--- src/rtl/wave_meas.sv ---
// wave_meas: hysteresis crossing detector measuring period and peak-to-peak per rising crossing.
// Define WAVE_MEAS_AVG_EN to add a running mean over the last 4 periods.
module wave_meas #(
  parameter logic [7:0]       MID     = 8'd128,
  parameter logic [7:0]       HYST    = 8'd16,
  parameter int               CNT_W   = 24,
  parameter logic [CNT_W-1:0] TIMEOUT = 24'hFF_FFFF
) (
  input  logic             sclk,
  input  logic             rst,
  input  logic [7:0]       i_wave,
  input  logic             i_valid,
  output logic [CNT_W-1:0] o_period,
  output logic [7:0]       o_pp,
  output logic             o_meas_vld,
  output logic             o_locked,
  output logic             o_timeout,
  output logic [CNT_W-1:0] o_avg_period,
  output logic             o_avg_vld
);
  typedef enum logic [1:0] {S_INIT, S_LOW, S_HIGH} state_t;
  localparam logic [CNT_W-1:0] CMAX = '1;
  state_t           state_q, state_d;
  logic [CNT_W-1:0] cnt_q, cnt_d, cnt_inc, period_q, period_d;
  logic [7:0]       min_q, min_d, max_q, max_d, pp_q, pp_d;
  logic             locked_q, locked_d, meas_q, meas_d, tmo_q, tmo_d;
  logic             hi, lo, rise;
  // 9-bit compares keep MID+HYST and MID-HYST from wrapping
  assign hi      = {1'b0, i_wave} >= {1'b0, MID} + {1'b0, HYST};
  assign lo      = {1'b0, i_wave} + {1'b0, HYST} <= {1'b0, MID};
  assign rise    = i_valid && hi && state_q == S_LOW;
  assign cnt_inc = cnt_q == CMAX ? cnt_q : cnt_q + 1'b1;
  always_comb begin
    state_d  = state_q;
    cnt_d    = cnt_q;
    min_d    = min_q;
    max_d    = max_q;
    locked_d = locked_q;
    period_d = period_q;
    pp_d     = pp_q;
    meas_d   = 1'b0;
    tmo_d    = 1'b0;
    if (i_valid) begin
      state_d = hi ? S_HIGH : lo ? S_LOW : state_q;
      cnt_d   = rise ? '0 : cnt_inc;
      min_d   = rise || i_wave < min_q ? i_wave : min_q;
      max_d   = rise || i_wave > max_q ? i_wave : max_q;
      if (rise) begin
        locked_d = 1'b1;
        meas_d   = locked_q;
        period_d = locked_q ? cnt_inc : period_q;
        pp_d     = locked_q ? max_q - min_q : pp_q;
      end else if (locked_q && cnt_d == TIMEOUT) begin
        locked_d = 1'b0;
        tmo_d    = 1'b1;
      end
    end
  end
  always_ff @(posedge sclk) begin
    if (rst) begin
      state_q  <= S_INIT;
      cnt_q    <= '0;
      min_q    <= 8'hFF;
      max_q    <= 8'h00;
      locked_q <= 1'b0;
      period_q <= '0;
      pp_q     <= '0;
      meas_q   <= 1'b0;
      tmo_q    <= 1'b0;
    end else begin
      state_q  <= state_d;
      cnt_q    <= cnt_d;
      min_q    <= min_d;
      max_q    <= max_d;
      locked_q <= locked_d;
      period_q <= period_d;
      pp_q     <= pp_d;
      meas_q   <= meas_d;
      tmo_q    <= tmo_d;
    end
  end
  assign o_period   = period_q;
  assign o_pp       = pp_q;
  assign o_meas_vld = meas_q;
  assign o_locked   = locked_q;
  assign o_timeout  = tmo_q;
`ifdef WAVE_MEAS_AVG_EN
  logic [CNT_W-1:0] hist_q [3], hist_d [3], avg_q, avg_d;
  logic [2:0]       hcnt_q, hcnt_d;
  logic             avg_vld_q, avg_vld_d;
  logic [CNT_W+1:0] sum;
  assign sum = {2'b0, cnt_inc} + {2'b0, hist_q[0]} + {2'b0, hist_q[1]} + {2'b0, hist_q[2]};
  always_comb begin
    hist_d    = hist_q;
    hcnt_d    = hcnt_q;
    avg_d     = avg_q;
    avg_vld_d = 1'b0;
    if (tmo_d) begin
      hist_d = '{default: '0};
      hcnt_d = '0;
    end else if (meas_d) begin
      hist_d    = '{cnt_inc, hist_q[0], hist_q[1]};
      hcnt_d    = hcnt_q == 3'd4 ? hcnt_q : hcnt_q + 3'd1;
      avg_vld_d = hcnt_q >= 3'd3;
      avg_d     = hcnt_q >= 3'd3 ? sum[CNT_W+1:2] : avg_q;
    end
  end
  always_ff @(posedge sclk) begin
    if (rst) begin
      hist_q    <= '{default: '0};
      hcnt_q    <= '0;
      avg_q     <= '0;
      avg_vld_q <= 1'b0;
    end else begin
      hist_q    <= hist_d;
      hcnt_q    <= hcnt_d;
      avg_q     <= avg_d;
      avg_vld_q <= avg_vld_d;
    end
  end
  assign o_avg_period = avg_q;
  assign o_avg_vld    = avg_vld_q;
`else
  assign o_avg_period = '0;
  assign o_avg_vld    = 1'b0;
`endif
endmodule
--- config.mk ---
export PLATFORM = sky130hd
export DESIGN_NAME = wave_meas
export DESIGN_NICKNAME = d
export VERILOG_FILES = /design/src/rtl/wave_meas.sv
export SDC_FILE = /design/constraint.sdc
export NUM_CORES = 1
export LEC_CHECK = 0
export BUFFER_PORTS_ARGS = -buffer_cell sky130_fd_sc_hd__buf_4
export CORE_MARGIN = 1.5
export CORE_UTILIZATION = 40
export CTS_BUF_LIST = sky130_fd_sc_hd__clkbuf_16
export DETAILED_ROUTE_END_ITERATION = 16
export GPL_ROUTABILITY_DRIVEN = 0
export SLEW_MARGIN = 20
export SYNTH_ARGS = -nofsm -noshare
export SYNTH_HDL_FRONTEND = slang
export SYNTH_SLANG_ARGS = --single-unit
--- constraint.sdc ---
create_clock -name sclk -period 3.75 [get_ports sclk]
set_input_delay 0.75 -clock sclk [delete_from_list [all_inputs] [get_ports sclk]]
set_output_delay 0.75 -clock sclk [all_outputs]
set_load 0.02 [all_outputs]
==> impl_metrics.ini, run 1 <==
[synth]
avgSynthCellArea_um2 = 7.96
synthArstFlopShare_pct = 0
yosysWarnings = 0
fraction_of_post_synthesis_cell_area_in_the_top_cell_type_by_area_pct = 32.6
synth.largest_area_cell = dfxtp_1
yosys.area_share.adder_pct = 6.51
synth_area_um2 = 4730
synth_common_cells = nor2_1, dfxtp_1, nand2_1
ys_ff_latch = 77
yosysMostFrequentCell = nor2_1
synth_sequential_area_ratio_pct = 32.6
ys_top_cells_by_area = dfxtp_1, nor2_1, ha_1
ys_dominant_reg_cell = dfxtp_1
synth_compound_gate_area_share_pct = 17.8
synth_top_family_by_area = simple AND/OR/NAND/NOR gates
synth_mux_area_share_pct = 3.39
synthSimpleGateAreaFrac_pct = 26.1
number_of_distinct_library_cell_variants_in_the_gate_level_netlist_after_synthesis = 64
post_synth_xor_area_fraction_pct = 3.52
synthCells = 594
synth_enable_flop_cells = 0

[sta]
maxSlewViolCount = 0
finalSetupViolations = 0
f_max_mhz = 351
number_of_hold_slack_violations_in_the_final_timing_report = 0
clock_skew_ns = 0.00530
setup_slack_ns = 0.901
fin_tns_setup_ns = 0
final.min_clock_period_ns = 2.85
tightestPinTransition_ns = 0.990
fin_crit_sh_pct = 76.0
slew_headroom_pct = 34.0
rsz0062_at_grt = false

[place]
detailed_place.area_um2 = 5030
pre_cts_slack_ns = 0.801
placement.io_buffers = 45
dp.final_hpwl_um = 8780
placed_cells_incl_taps = 753

[worst_setup_path]
worst_ep_required_time_ns = 3.99
startpoint_type = flip-flop
setup.worst_path.end_class = flip-flop
regToRegSetupSlack_ns = 0.90
r2r-end = o_timeout$_SDFF_PP0_
timing.setup.critical_path_class = flip-flop to flip-flop
timing.critical_path.arrival_ns = 3.09
timing.reg2reg.worst_path_depth = 8
critical_path.reg2reg.startpoint = cnt_q[0]$_SDFFE_PP0P_
timing.critical_path.fanout_max = 16

[floorplanning]
std_cell_rows = 39
chipWidth_um = 112
core_area_um2 = 11500
floorplan.initialDensity_pct = 41.2
floorplan.die.height_um = 112
die-area_um2 = 12500
floorplan.io_pins = 71

[detailed_routing]
route.antenna.remaining_nets = 0
post-route-drc-count = 0
drt-vias-per-instance = 5.54
wire_per_inst_um = 15.6
wirelength_um = 12000
drt_first_pass_iters = 7
dr_total_vias = 4257
detail_route.iter0.violations = 430

[grt]
grt_pass1_vias = 3827
largest_net_degree_at_the_start_of_global_routing = 75
gr-total-overflow = 0
grt.total_usage_pct = 19.5
grt_pass1_wl_um = 19500
grt_antenna_before_repair = 0

[cts]
clk_latency_ns = 0.33
cts_setup_buffers = 0
cts_root_buf = clkbuf_16
ctsLongestPathBuffers = 2
cts_tree = done
clock_transition_at_path_regs_ns = 0.06
cts.htree.levels = 3
cts.sink_count = 77
cts-buffers-inserted = 9
cts-hold-fix-buffers = 0
ctsResizeCount = 0

[pwr]
pwr_density_cell_nw_per_um2 = 357
irDropWorstVdd_mv = 0.210
leakagePower_uw = 0.00207

[min_path]
holdPathStages = 2
min-delay-path-class = flip-flop to flip-flop
hp-start = o_pp[6]$_SDFFE_PP0P_
hold_critical_path_endpoint = o_pp[6]$_SDFFE_PP0P_

[finish]
final_layout_size_suffix_gt1_share_pct = 13.1
n_antenna_cell = 0
multi_input_area_um2 = 2800
final_area_um2 = 5310
areaGrowthSynthToFinish_pct = 12.3
sequential_cell_area_um2 = 1540
fill_cells = 1127
final-instance-count-excl-fill = 769
final_core_util_pct = 46.3
nNetsFinal = 656

[job]
max_cap_viol_count = 0

[run_status]
result_of_the_run = completed
==> worst max-delay path by stage <==
stage                           startpoint  slack, ns                       end
global route         cnt_q[0]$_SDFFE_PP0P_       0.74      o_timeout$_SDFF_PP0_
global placement                   i_valid       0.85  o_period[1]$_SDFFE_PP0P_
finish               cnt_q[0]$_SDFFE_PP0P_       0.90      o_timeout$_SDFF_PP0_
floorplan                        i_wave[4]       1.24     o_locked$_SDFFE_PP0P_
detailed placement                 i_valid       0.80  o_period[1]$_SDFFE_PP0P_
CTS                 cnt_q[16]$_SDFFE_PP0P_       0.98      o_timeout$_SDFF_PP0_
==> stage by stage <==
step	total power [uW]	hold WS [ns]
global placement	1070	0.443
global route	1980	0.482
floorplan	1040	0.451
finish	1890	0.461
detailed placement	1080	0.455
CTS	1920	0.463
==> critical path, stage by stage (launching register included) <==
cell,delay (ns)
dfxtp_1,0.52
ha_1,0.30
and3_2,0.22
nand3_2,0.29
nor2_1,0.59
o21ai_0,0.21
a21boi_0,0.18
o21ai_0,0.17
nor4_2,0.27
==> registers in the layout (all words and copies together) (netlist names) <==
signal,cells
cnt_q,24
o_meas_vld,1
o_locked,1
state_q,2
min_q,8
o_timeout,1
o_pp,8
max_q,8
o_period,24
==> cell usage in the layout, fill, tap and decap left out, types with 17 or more instances in the layout <==
cell / netlist / routed
inv_1: 28 / 29
a211oi_1: 19 / 19
a21oi_1: 33 / 33
conb_1: 1 / 25
dfxtp_1: 77 / 77
o21ai_0: 24 / 24
nand2_1: 56 / 56
buf_4: 25 / 51
nor2_1: 91 / 91
ha_1: 23 / 23
nand3_1: 17 / 17
==> per-layer routing <==
metal  vias to the layer above  track usage, %  wire [um]
met2                       173            28.9       5220
met1                      1962            27.1       5660
met3                        22            4.30        874
li1                       2100               -          -
met4                         0            8.52        269
met5                         -               0          0
==> cell type report <==
class	count	area share [%]
timing repair buffer	52	7.59
tap	143	3.37
inverter	28	1.98
sequential	77	29.0
clock buffer	9	4.24
clock inverter	7	1.08
multi-input combinational	453	52.7
==> where the power goes <==
group	switching (uW)	internal, uW
Sequential	16.6	836
Clock	326	504
Combinational	133	78.2
==> logic make-up (layout without fill, tap and decap cells) <==
kind of cell	Yosys count	count (layout)
compound gates	123	123
other cells	1	25
simple gates	246	246
mux	16	16
fa+ha+maj	24	24
xor+xnor	19	19
buf+inv	88	96
flops	77	77
Note: power is estimated with default switching activity, not from simulation.
==> run 2, diff against run 1 <==
Clock period 3.75 ns to 2.5 ns, I/O delays scaled along.
==> impl_metrics.ini, run 2 (same netlist as run 1, synthesis figures left out) <==
[detailed_routing]
route.met3.wl_um = 819
post-route-drc-count = 0
route.antenna.remaining_nets = 0
route.met2.wl_um = 6040
drt_first_pass_iters = 5
wire_per_inst_um = 16.5
wirelength_um = 13400
met1_length_um = 6340
maxUsedRoutingLayer = met4
drt-vias-per-instance = 5.49
dr_total_vias = 4470
detail_route.iter0.violations = 447

[cts]
cts_root_buf = clkbuf_16
cts-hold-fix-buffers = 0
ctsLongestPathBuffers = 2
cts_tree = done
cts.htree.levels = 3
cts-buffers-inserted = 9
clk_latency_ns = 0.35
cts_setup_buffers = 0
cts.sink_count = 77
clock_transition_at_path_regs_ns = 0.06

[floorplanning]
std_cell_rows = 39
floorplan.io_pins = 71
core_area_um2 = 11500
die-area_um2 = 12500
chipWidth_um = 112
floorplan.die.height_um = 112
floorplan.initialDensity_pct = 41.2

[worst_setup_path]
cp_common_cell = nor4_2
startpoint_type = flip-flop
worstPathCellList = ha_1, and3_2, and3_4, a2111oi_4, xnor2_2, nor4_2, nand3b_1, nor4_2
timing.critical_path.fanout_max = 10
timing.critical_path.arrival_ns = 2.71
critPathMaxStageDelay_ns = 0.36
timing.setup.critical_path_class = flip-flop to flip-flop
setup.worst_path.end_class = flip-flop
worst_ep_required_time_ns = 2.76
worst_path_max_delay_cell = dfxtp_2

[min_path]
min-delay-path-class = input pin to flip-flop

[pwr]
pwr_density_cell_nw_per_um2 = 527
power_uw = 3030
leakagePower_uw = 0.00232
irDropWorstVdd_mv = 0.348

[sta]
number_of_hold_slack_violations_in_the_final_timing_report = 0
rsz0062_at_grt = true
final.min_clock_period_ns = 2.45
finalSetupViolations = 0
tightestPinTransition_ns = 0.719
fin_crit_sh_pct = 98.2
setup_slack_ns = 0.0452
maxSlewViolCount = 0
slew_headroom_pct = 52.1
clock_skew_ns = 0.00797
f_max_mhz = 407

[finish]
layout_commonest_cell = buf_4
final_core_util_pct = 50.1
nNetsFinal = 701
final_layout_size_suffix_gt1_share_pct = 21.2
layout_common_cells = buf_4, nor2_1, dfxtp_1
areaGrowthSynthToFinish_pct = 21.5
final-instance-count-excl-fill = 814
n_antenna_cell = 0

[job]
max_cap_viol_count = 0

[place]
pre_cts_slack_ns = -0.0898
dp.final_hpwl_um = 9910
placement.io_buffers = 45
placed_cells_incl_taps = 798

[grt]
grt_pass1_vias = 4290
grt_pass1_wl_um = 21900
grt.total_usage_pct = 21.9
gr-total-overflow = 0
grt_antenna_before_repair = 0
largest_net_degree_at_the_start_of_global_routing = 68

[run_status]
result_of_the_run = completed
## run 2: critical path: cells and delay by family, from the launching register on
family / cells / cell delay, ns
adder cells (fa/ha/maj): 1 / 0.20
XOR/XNOR: 1 / 0.18
flip-flops: 1 / 0.36
AND/OR/NAND/NOR: 5 / 1.27
AO/OA/AOI/OAI: 1 / 0.36
## run 2: worst paths after layout
path              slack [ns]               endpoint                  start  cells after the start
setup / recovery        0.05   o_timeout$_SDFF_PP0_  cnt_q[1]$_SDFFE_PP0P_                      8
hold / removal          0.45  max_q[3]$_SDFFE_PP0P_              i_wave[3]                      3
setup reg to reg        0.05   o_timeout$_SDFF_PP0_  cnt_q[1]$_SDFFE_PP0P_                      8
hold reg to reg         0.45   o_pp[3]$_SDFFE_PP0P_   o_pp[3]$_SDFFE_PP0P_                      2
## run 2: what timing repair did
item | 4_1_cts | 5_1_grt
endpoints found under the hold margin | 0 | 0
resized for setup | 1 | 11
setup endpoints to repair | 1 | 12
## run 2: cell type report
| class | count | area (um2) |
|---|---|---|
| Clock buffer | 9 | 225 |
| Clock inverter | 7 | 90.1 |
| Fill cell | 1112 | 5720 |
| Inverter | 28 | 105 |
| Multi-Input combinational cell | 453 | 2850 |
| Sequential cell | 77 | 1550 |
| Tap cell | 143 | 179 |
| Timing Repair Buffer | 97 | 753 |
## run 2: through the flow
stage / area (um2) / hold slack (ns) / setup TNS (ns)
detailed placement: 5380 / 0.447 / -0.661
global route: 5750 / 0.468 / -0.0312
floorplan: 4820 / 0.451 / 0
finish: 5750 / 0.451 / 0
CTS: 5700 / 0.446 / 0
global placement: 5380 / 0.446 / -0.494
## run 2: per-layer routing
metal	GRT usage (%)	vias to the layer above
met1	30.7	2086
li1	-	2182
met5	0	-
met2	33.6	180
met3	3.43	22
met4	9.03	0
## run 2: where the power goes
group	switching (uW)	internal (uW)	leakage [uW]
clock network	538	870	0.000157
logic	211	133	0.00154
registers	24.4	1250	0.000625
total	773	2260	0.00232
